--- config.mk ---
export PLATFORM = sky130hd
export DESIGN_NAME = pipe_ctrl
export DESIGN_NICKNAME = d
export VERILOG_FILES = /design/src/rtl/pipe_ctrl_pkg.sv /design/src/rtl/pipe_ctrl_stall_therm.sv /design/src/rtl/pipe_ctrl.sv
export SDC_FILE = /design/constraint.sdc
export NUM_CORES = 1
export LEC_CHECK = 0
export CORE_MARGIN = 2
export CORE_UTILIZATION = 50
export DETAILED_ROUTE_END_ITERATION = 7
export PLACE_DENSITY = 0.81
export SYNTH_ARGS = -nofsm -noshare
export SYNTH_HDL_FRONTEND = slang
export SYNTH_SLANG_ARGS = --single-unit
--- constraint.sdc ---
create_clock -name clk -period 7.1 [get_ports clk]
set_clock_uncertainty 0.2 [all_clocks]
set_input_delay 1.42 -clock clk [delete_from_list [all_inputs] [get_ports clk]]
set_output_delay 1.42 -clock clk [all_outputs]
set_load 0.05 [all_outputs]
--- src/rtl/pipe_ctrl_pkg.sv ---
// pipe_ctrl_pkg: shared state encoding and default stall-bus width for the pipeline controller.
package pipe_ctrl_pkg;
    localparam int STALL_BUS = 6;
    typedef enum logic [1:0] {PC_RUN, PC_HOLD, PC_FWAIT, PC_FLUSH} pc_state_e;
endpackage

--- src/rtl/pipe_ctrl_stall_therm.sv ---
// pipe_ctrl_stall_therm: highest-set-bit to thermometer mask; bit j is set when any request at or above j is set.
module pipe_ctrl_stall_therm #(
    parameter int N = 6
) (
    input  logic [N-1:0] req_i,
    output logic [N-1:0] mask_o
);
    for (genvar i = 0; i < N; i++) begin : g_bit
        assign mask_o[i] = |req_i[N-1:i];
    end
endmodule

--- src/rtl/pipe_ctrl.sv ---
// pipe_ctrl: per-stage stall vector, timed holds, deferred flush with redirect PC and a saturating stall counter.
module pipe_ctrl
    import pipe_ctrl_pkg::*;
#(
    parameter int N_STAGES    = STALL_BUS,
    parameter int HOLD_CYCLES = 1,
    parameter int PC_W        = 32,
    parameter int CNT_W       = 32
) (
    input  logic                clk,
    input  logic                rst_n,
    input  logic [N_STAGES-1:0] stallreq_i,
    input  logic [N_STAGES-1:0] timed_req_i,
    input  logic                mem_busy_i,
    input  logic                flush_req_i,
    input  logic [PC_W-1:0]     flush_pc_i,
    input  logic                perf_clr_i,
    output logic [N_STAGES-1:0] stall_o,
    output logic                flush_o,
    output logic [PC_W-1:0]     new_pc_o,
    output logic [CNT_W-1:0]    stall_cycles_o
);
    localparam int CW = $clog2(HOLD_CYCLES + 1);

    pc_state_e           state_q;
    logic [N_STAGES-1:0] hold_vec_q;
    logic [N_STAGES-1:0] therm;
    logic [CW-1:0]       cnt_q;
    logic [PC_W-1:0]     pc_q;
    logic [PC_W-1:0]     new_pc_q;
    logic [CNT_W-1:0]    stall_cycles_q;
    logic [CNT_W-1:0]    stall_cycles_d;

    pipe_ctrl_stall_therm #(.N(N_STAGES)) u_therm (
        .req_i  (stallreq_i | hold_vec_q),
        .mask_o (therm)
    );

    assign stall_o = (!rst_n || state_q == PC_FLUSH) ? '0 :
                     (state_q == PC_FWAIT)           ? '1 : therm;
    assign flush_o        = state_q == PC_FLUSH;
    assign new_pc_o       = new_pc_q;
    assign stall_cycles_o = stall_cycles_q;

    always_ff @(posedge clk or negedge rst_n) begin
        if (!rst_n) begin
            state_q    <= PC_RUN;
            hold_vec_q <= '0;
            cnt_q      <= '0;
            pc_q       <= '0;
            new_pc_q   <= '0;
        end else if (state_q == PC_FWAIT) begin
            if (flush_req_i) pc_q <= flush_pc_i;
            if (!mem_busy_i) begin
                state_q  <= PC_FLUSH;
                new_pc_q <= flush_req_i ? flush_pc_i : pc_q;
            end
        end else if (flush_req_i) begin
            hold_vec_q <= '0;
            cnt_q      <= '0;
            state_q    <= mem_busy_i ? PC_FWAIT : PC_FLUSH;
            if (mem_busy_i) pc_q <= flush_pc_i;
            else new_pc_q <= flush_pc_i;
        end else if (timed_req_i != '0 && state_q != PC_FLUSH) begin
            // a new pulse during a hold merges stages and restarts the count
            state_q    <= PC_HOLD;
            hold_vec_q <= hold_vec_q | timed_req_i;
            cnt_q      <= CW'(HOLD_CYCLES);
        end else if (state_q == PC_HOLD) begin
            if (cnt_q == CW'(1)) begin
                state_q    <= PC_RUN;
                hold_vec_q <= '0;
            end
            cnt_q <= cnt_q - CW'(1);
        end else begin
            state_q <= PC_RUN;
        end
    end

    assign stall_cycles_d = perf_clr_i                    ? '0 :
                            (stall_o[0] && ~&stall_cycles_q) ? stall_cycles_q + CNT_W'(1) :
                                                            stall_cycles_q;

    always_ff @(posedge clk or negedge rst_n) begin
        if (!rst_n) stall_cycles_q <= '0;
        else stall_cycles_q <= stall_cycles_d;
    end
endmodule
======== After elaboration in Yosys (flattened, before gate mapping) ========
Cells that the tools add are included.
word-level totals
  output and inout port bits .............. 71
  input bits .............................. 49
  bits in registers ....................... 105
  logic and storage cells ................. 66
operators by class
  equality and inequality tests ........... 7
  mux-type cells .......................... 26
  reduce and logical (&&, ||, !) cells .... 22
  bitwise logic cells ..................... 3
  add/subtract/negate cells ............... 2
operators by type and width
  operator               count
  $mux 32                10
  $mux 6                 6
  $add 32x1->32 const B  1
  $reduce_and 32->1      1
  $mux 2                 6
  $or 6x6->6             2
  $ne 2x2->1 const B     3
  $reduce_and 2->1       3
  $reduce_and 3->1       2
  $reduce_bool 2->1      3
  $reduce_bool 3->1      2
  $reduce_bool 6->1      1
  $reduce_or 6->1        1
  $ne 5x5->1 const B     1
  $reduce_or 5->1        1
  $eq 2x2->1 const B     2
  $mux 1                 4
  $reduce_or 4->1        1
  $reduce_or 3->1        1
  $eq 2x1->1 const B     1
  $logic_and 1x1->1      2
  $logic_not 1->1        2
  $reduce_or 2->1        1
  $logic_or 1x1->1       1
  other kinds (2)        2

======== Longest topological paths before layout ========
Gate-level depths: netlist (run 1).
  depth in word-level cells ............... 7
  gate-level depth with buffers ........... 9
  mapped depth without buffers ............ 7

======== Modules after synthesis ========
Synthesis (run 1) repeated with hierarchy kept, for this count alone.
second synthesis, totals
  cell total of the unflattened synthesis .. 490
  area, all modules ....................... 5077.4 um2
by module, submodules not included
  module                 cells each  seq. area each (um2)  area an instance (um2)  times used
  pipe_ctrl              484         2627.5                5032.3                  1
  pipe_ctrl_stall_therm  6           0.0                   45.0                    1

======== Worst setup path after synthesis (run 1) ========
Ideal clock, no wire load.
  path type ............................... in2out
  start point ............................. input port stallreq_i[5]
  end point ............................... output port stall_o[0]
  arrival ................................. 2579 ps
  setup slack ............................. 2901 ps
  stages .................................. 4
  data required time ...................... 5480 ps
  path buffers ............................ 1
  cells stage by stage .................... nor3_1 and3_1 a31oi_2 clkbuf_1
between the ends
  longest elaborated chain between the ends .. 4
ends and longest elaborated chain
  what             RTL line                    source
  from (decl)      pipe_ctrl.sv:12             input logic [N_STAGES-1:0] stallreq_i,
  $or 6x6->6       pipe_ctrl.sv:35             .req_i (stallreq_i | hold_vec_q),
  $reduce_or 6->1  pipe_ctrl_stall_therm.sv:9  assign mask_o[i] = |req_i[N-1:i];
  $mux 6           pipe_ctrl.sv:40             (state_q == PC_FWAIT) ? '1 : therm;
  $mux 6           pipe_ctrl.sv:39             assign stall_o = (!rst_n || state_q == PC_FLUSH) ? '0 :
  to (decl)        pipe_ctrl.sv:18             output logic [N_STAGES-1:0] stall_o,
Every way passes these cells.

======== Worst setup path after layout (run 1) ========
  start point ............................. input port rst_n
  end point ............................... output port stall_o[0]
between the ends
  longest elaborated chain between the ends .. 3
ends and longest elaborated chain
  what                       RTL line         source
  from (decl)                pipe_ctrl.sv:11  input logic rst_n,
  $logic_not 1->1 (no line)  n/a
  $logic_or 1x1->1           pipe_ctrl.sv:39
  $mux 6                     pipe_ctrl.sv:39
Every way passes these cells.

==> impl_metrics.json, run 1 <==
{
  "final_cell_mix": "clkdlybuf4s50_1 (118), dfrtp_1 (105), nor2_1 (50), nand2_1 (47), o21ai_0 (37)",
  "setup_viol": 0,
  "max_freq_mhz": 196.3,
  "syn_inst": 462,
  "cts_root_buf": "clkbuf_8",
  "antenna_found_initial": 0,
  "fillers": 739,
  "power_frac_seq_pct": 48.8,
  "slowest_stage": "clkdlybuf4s50_1",
  "clkSlewWorstSetupHoldPaths_ps": 100,
  "timing.setup.tns_ps": 0,
  "die_w_um": 102.3,
  "cts_made_buffers": 9,
  "utilization_pct": 67.81,
  "dr.pass1.iters": 4,
  "cp.arrival_ps": 3470,
  "period_needed_ps": 5093,
  "place_area_mm2": 0.006141,
  "drive_above_1_share_pct": 10.69,
  "cpPeakStageDelay_ps": 860,
  "hp-class": "flip-flop to flip-flop",
  "avgSynthCellArea_um2": 10.46,
  "cpMostUsedCell": "buf_4",
  "initial_core_util_pct": 51.83,
  "io_buffers": 119,
  "cp_top_family": "buffers and inverters",
  "crit_buf_inv": 3,
  "hold_violations": 0,
  "worst-setup-path-type": "primary input to output pin",
  "core_area_mm2": 0.009328,
  "grt_first_pass_wirelength_um": 17860,
  "synth_nets": 512,
  "areaGrowthSynthToFinish_pct": 30.82,
  "grt_max_degree": 70,
  "synth_edf_count": 0,
  "hold_buffers": 0,
  "drv_cap": 0,
  "ys_warn_count": 0,
  "grt_use_total_pct": 21.60,
  "finalCritPeriodShare_pct": 71.73,
  "clockBufferDepth": 2,
  "slew_headroom_pct": 28.68,
  "p_int_w": 0.0009584,
  "dieArea_mm2": 0.01047,
  "post-cts-setup-buffer-count": 0,
  "via_per_inst": 5.370,
  "cp_max_fo": 38,
  "crit_required_ps": 5480,
  "post-route-cell-area_mm2": 0.006325,
  "timing.hold.ws_ps": 290.4,
  "nets": 625,
  "path_cells": "buf_4 -> nand2b_1 -> a31oi_2 -> buf_4 -> clkdlybuf4s50_1",
  "p_sw_w": 0.0005065,
  "antenna_cells": 0,
  "slew_viol_final": 0,
  "grt_pass1_vias": 3852,
  "drc": 0,
  "combPwrFrac_pct": 27.2,
  "powerDensity_mw_per_mm2": 231.6,
  "wirelength_um": 10820,
  "die_height_um": 102.3,
  "drt_iter0_drc": 160,
  "dp.final_hpwl_um": 7624,
  "mostFrequentLayoutCell": "clkdlybuf4s50_1",
  "h-tree-depth": 3,
  "cts_tree": "done",
  "seq_area_frac_synth_pct": 54.35,
  "clkLatencyLatePin_ps": 360,
  "grt_overflow": 0,
  "routedWlPerCell_um": 15.26,
  "place.gp.congestion": 0.7950,
  "synth-async-reset-ratio_pct": 100.0,
  "synthFlopType": "dfrtp_1",
  "status": "finished, final reports clean",
  "worst_pin_slew_ps": 1070,
  "ctsResizeCount": 0,
  "antenna_left": 0,
  "synth.ff_latch_count": 105,
  "fin_cells": 709,
  "rsz0062_at_grt": "false",
  "ir_drop_mv": 0.1653,
  "clkPwrFrac_pct": 24.0,
  "dp.cells": 693,
  "vias": 3807,
  "swShare_pct": 34.58,
  "syn_area_mm2": 0.004835,
  "p_leak_nw": 2.602,
  "io_pins": 120,
  "critPathLaunchType": "primary input",
  "crit_path_end_kind": "output pin",
  "yosys.cell_types.count": 33,
  "rows": 35,
  "clock_sinks": 105
}
logic make-up after synthesis:
logic type	share of synthesized area, %
buf+inv	2.510
fa+ha+maj	0.2588
simple gates	17.99
xor+xnor	4.529
mux	14.31
flops	54.35
compound gates	6.056
final cells by class:
type                            instances  area, um2  share of cell area, %
Sequential cell                       105       2628                  41.54
Clock buffer                            9      123.9                  1.958
Multi-Input combinational cell        327       2096                  33.14
Inverter                                8      30.03                 0.4748
Timing Repair Buffer                  124       1226                  19.39
Clock inverter                          7      60.06                 0.9496
Tap cell                              129      161.4                  2.552
sequential cells by signal, summed over array words and instances (netlist names):
register	count
new_pc_o	32
pc_q	32
stall_cycles_o	32
hold_vec_q	6
state_q	2
cnt_q	1
cell usage after synthesis (4+ instances only):
master	instances	share of area [%]
dfrtp_1	105	54
nor2_1	51	4.0
nand2_1	47	3.6
o21ai_0	37	3.8
mux2_2	33	7.7
mux2i_1	32	6.6
xor2_1	22	4.0
nand3_1	20	2.1
nand4_1	18	2.3
a21oi_1	15	1.6
clkbuf_1	14	1.1
inv_1	8	0.62
and3_1	7	0.91
nor3_1	7	0.72
nor4_1	6	0.78
and2_1	4	0.52
buf_2	4	0.41
nand2b_1	4	0.52
path summary, 6_finish.rpt:
check	depth (start not counted)	start	slack, ps	to
setup / recovery	5	rst_n	2010	stall_o[0]
hold / removal	2	new_pc_o[1]	290	new_pc_o[1]
setup reg to reg	7	stall_cycles_o[0]	3800	stall_cycles_o[23]
hold reg to reg	2	new_pc_o[1]	290	new_pc_o[1]
max in group asynchronous	2	rst_n	4670	new_pc_o[10]
min in group asynchronous	1	rst_n	810	new_pc_o[30]
power groups by stage:
stage	clock [W]	combinational [W]	sequential [W]
4_1_cts	0.000361	0.000403	0.000715
3_5_place_dp	0	0.000402	0.000725
5_1_grt	0.000388	0.000425	0.000725
2_1_floorplan	0	0.000129	0.000841
3_3_place_gp	0	0.000392	0.000723
6_report	0.000352	0.000398	0.000715
layer usage:
| metal | wire (um) | GRT usage [%] | vias to the layer above |
|---|---|---|---|
| li1 | - | - | 1831 |
| met4 | 133 | 6.256 | 0 |
| met5 | 0 | 0 | - |
| met1 | 4551 | 26.65 | 1846 |
| met2 | 5484 | 37.55 | 119 |
| met3 | 652 | 5.677 | 11 |
tightest hold or removal path, cell delays in order, from the launching register on:
cell	delay [ps]
dfrtp_1	360
nand2_1	50
o21ai_0	60
metrics by stage:
step	total power, W	setup WS (ps)
final	0.001465	2007
after global routing	0.001538	1788
after CTS	0.001478	1967
after detailed placement	0.001128	1972
after global placement	0.001114	2025
after floorplan	0.0009701	2901
No activity file was read; power rests on OpenSTA's default activity.
==> run 2: changes to the inputs <==
--- a/config.mk
+++ b/config.mk
@@ -6,9 +6,9 @@
 export NUM_CORES = 1
 export LEC_CHECK = 0
 export CORE_MARGIN = 2
-export CORE_UTILIZATION = 50
+export CORE_UTILIZATION = 49
 export DETAILED_ROUTE_END_ITERATION = 7
-export PLACE_DENSITY = 0.81
+export PLACE_DENSITY = 0.8
 export SYNTH_ARGS = -nofsm -noshare
 export SYNTH_HDL_FRONTEND = slang
 export SYNTH_SLANG_ARGS = --single-unit
==> constraint.sdc (replaced) <==
create_clock -name clk -period 5.2 [get_ports clk]
set_clock_uncertainty 0.2 [all_clocks]
set_input_delay 1.04 -clock clk [delete_from_list [all_inputs] [get_ports clk]]
set_output_delay 1.04 -clock clk [all_outputs]
set_load 0.05 [all_outputs]
==> impl_metrics.json, run 2 (same netlist as run 1, synthesis figures left out) <==
{
  "nets": 626,
  "hp-class": "flip-flop to flip-flop",
  "dr.pass1.iters": 4,
  "clkSlewWorstSetupHoldPaths_ps": 100,
  "die_w_um": 103.3,
  "drive_above_1_share_pct": 10.84,
  "rows": 36,
  "timing.hold.ws_ps": 292.3,
  "dp.final_hpwl_um": 7582,
  "routedWlPerCell_um": 15.01,
  "antenna_found_initial": 0,
  "ctsResizeCount": 0,
  "post-cts-setup-buffer-count": 0,
  "crit_path_end_kind": "output pin",
  "areaGrowthSynthToFinish_pct": 31.06,
  "grt_pass1_vias": 3697,
  "finalWorstSetupSlack_ps": 1084,
  "worst_pin_slew_ps": 1081,
  "io_pins": 120,
  "critPathLaunchType": "primary input",
  "fillers": 784,
  "drc": 0,
  "antenna_cells": 0,
  "initial_core_util_pct": 49.92,
  "multi_input_area_mm2": 0.002096,
  "setup_viol": 0,
  "fin_cells": 714,
  "dieArea_mm2": 0.01068,
  "antenna_left": 0,
  "status": "finished, final reports clean",
  "register_area_mm2": 0.002628,
  "grt_use_total_pct": 21.03,
  "dp.cells": 698,
  "period_needed_ps": 4116,
  "grt_max_degree": 75,
  "power_w": 0.002005,
  "timing.setup.tns_ps": 0,
  "cts_tree": "done",
  "worst-setup-path-type": "primary input to output pin",
  "hold_buffers": 0,
  "wirelength_um": 10720,
  "drt_iter0_drc": 117,
  "core_area_mm2": 0.009684,
  "crit_required_ps": 3960,
  "mostFrequentLayoutCell": "clkdlybuf4s50_1",
  "power_frac_seq_pct": 48.7,
  "die_height_um": 103.3,
  "via_per_inst": 5.304,
  "ir_drop_mv": 0.2051,
  "final_cell_mix": "clkdlybuf4s50_1 (117), dfrtp_1 (105), nor2_1 (50), nand2_1 (47), o21ai_0 (37)",
  "finalCritPeriodShare_pct": 79.16,
  "cp.arrival_ps": 2880,
  "cts_root_buf": "clkbuf_8",
  "hold_violations": 0,
  "pre_cts_slack_ps": 1079,
  "swShare_pct": 34.64,
  "rsz0062_at_grt": "false",
  "cp_max_fo": 4,
  "max_freq_mhz": 242.9,
  "p_leak_nw": 2.607,
  "clockBufferDepth": 2,
  "clkLatencyLatePin_ps": 370,
  "place.gp.congestion": 0.8754,
  "clock_sinks": 105,
  "p_int_w": 0.001311,
  "clkPwrFrac_pct": 24.2,
  "grt_first_pass_wirelength_um": 17600,
  "p_sw_w": 0.0006946,
  "slew_viol_final": 0,
  "slew_headroom_pct": 27.93,
  "grt_overflow": 0,
  "io_buffers": 119,
  "vias": 3787,
  "cts_made_buffers": 9,
  "drv_cap": 0,
  "h-tree-depth": 3,
  "combPwrFrac_pct": 27.0,
  "powerDensity_mw_per_mm2": 316.5
}
run 2: final timing paths:
check                                  startpoint                  to  slack (ps)  cells after the start
worst min-delay path                  new_pc_o[8]         new_pc_o[8]         290                      2
max in group asynchronous                   rst_n   stall_cycles_o[8]        3030                      3
min in group asynchronous                   rst_n   stall_cycles_o[3]         520                      2
worst min register to register        new_pc_o[8]         new_pc_o[8]         290                      2
worst max register to register  stall_cycles_o[0]  stall_cycles_o[23]        2050                      7
worst max-delay path                stallreq_i[5]          stall_o[3]        1080                      6
run 2: worst max-delay path, cell delays in order:
cell and delay [ps]:
clkdlybuf4s50_1 450, nor3_1 60, and3_1 210, or2_2 280, inv_1 50, clkdlybuf4s50_1 790
run 2: power groups by stage:
stage	Clock, W	Combinational (W)	Sequential [W]
after floorplan	0	0.000177	0.00115
after global placement	0	0.000536	0.000987
after detailed placement	0	0.000549	0.000991
after CTS	0.000498	0.000549	0.000977
after global routing	0.000533	0.000582	0.000991
final	0.000486	0.000542	0.000978
run 2: stage by stage:
step,instance area (um2),utilization [%]
6_report,6336,65.43
2_1_floorplan,4835,-
5_1_grt,6336,65.43
4_1_cts,6336,65.43
3_3_place_gp,6151,63.51
3_5_place_dp,6151,63.51
run 2: metal layers:
| metal | GRT usage (%) | wire (um) |
|---|---|---|
| met5 | 0 | 0 |
| met4 | 5.466 | 116 |
| met3 | 5.780 | 681 |
| met2 | 33.57 | 5187 |
| met1 | 28.70 | 4731 |
run 2: cell type report:
type                    instances  share of cell area, %
clock buffers                  10                  2.014
inverters                       8                 0.4739
clock inverters                 6                 0.9084
repair buffers                125                  19.43
flip-flops and latches        105                  41.47
well taps                     133                  2.626
multi-input cells             327                  33.08
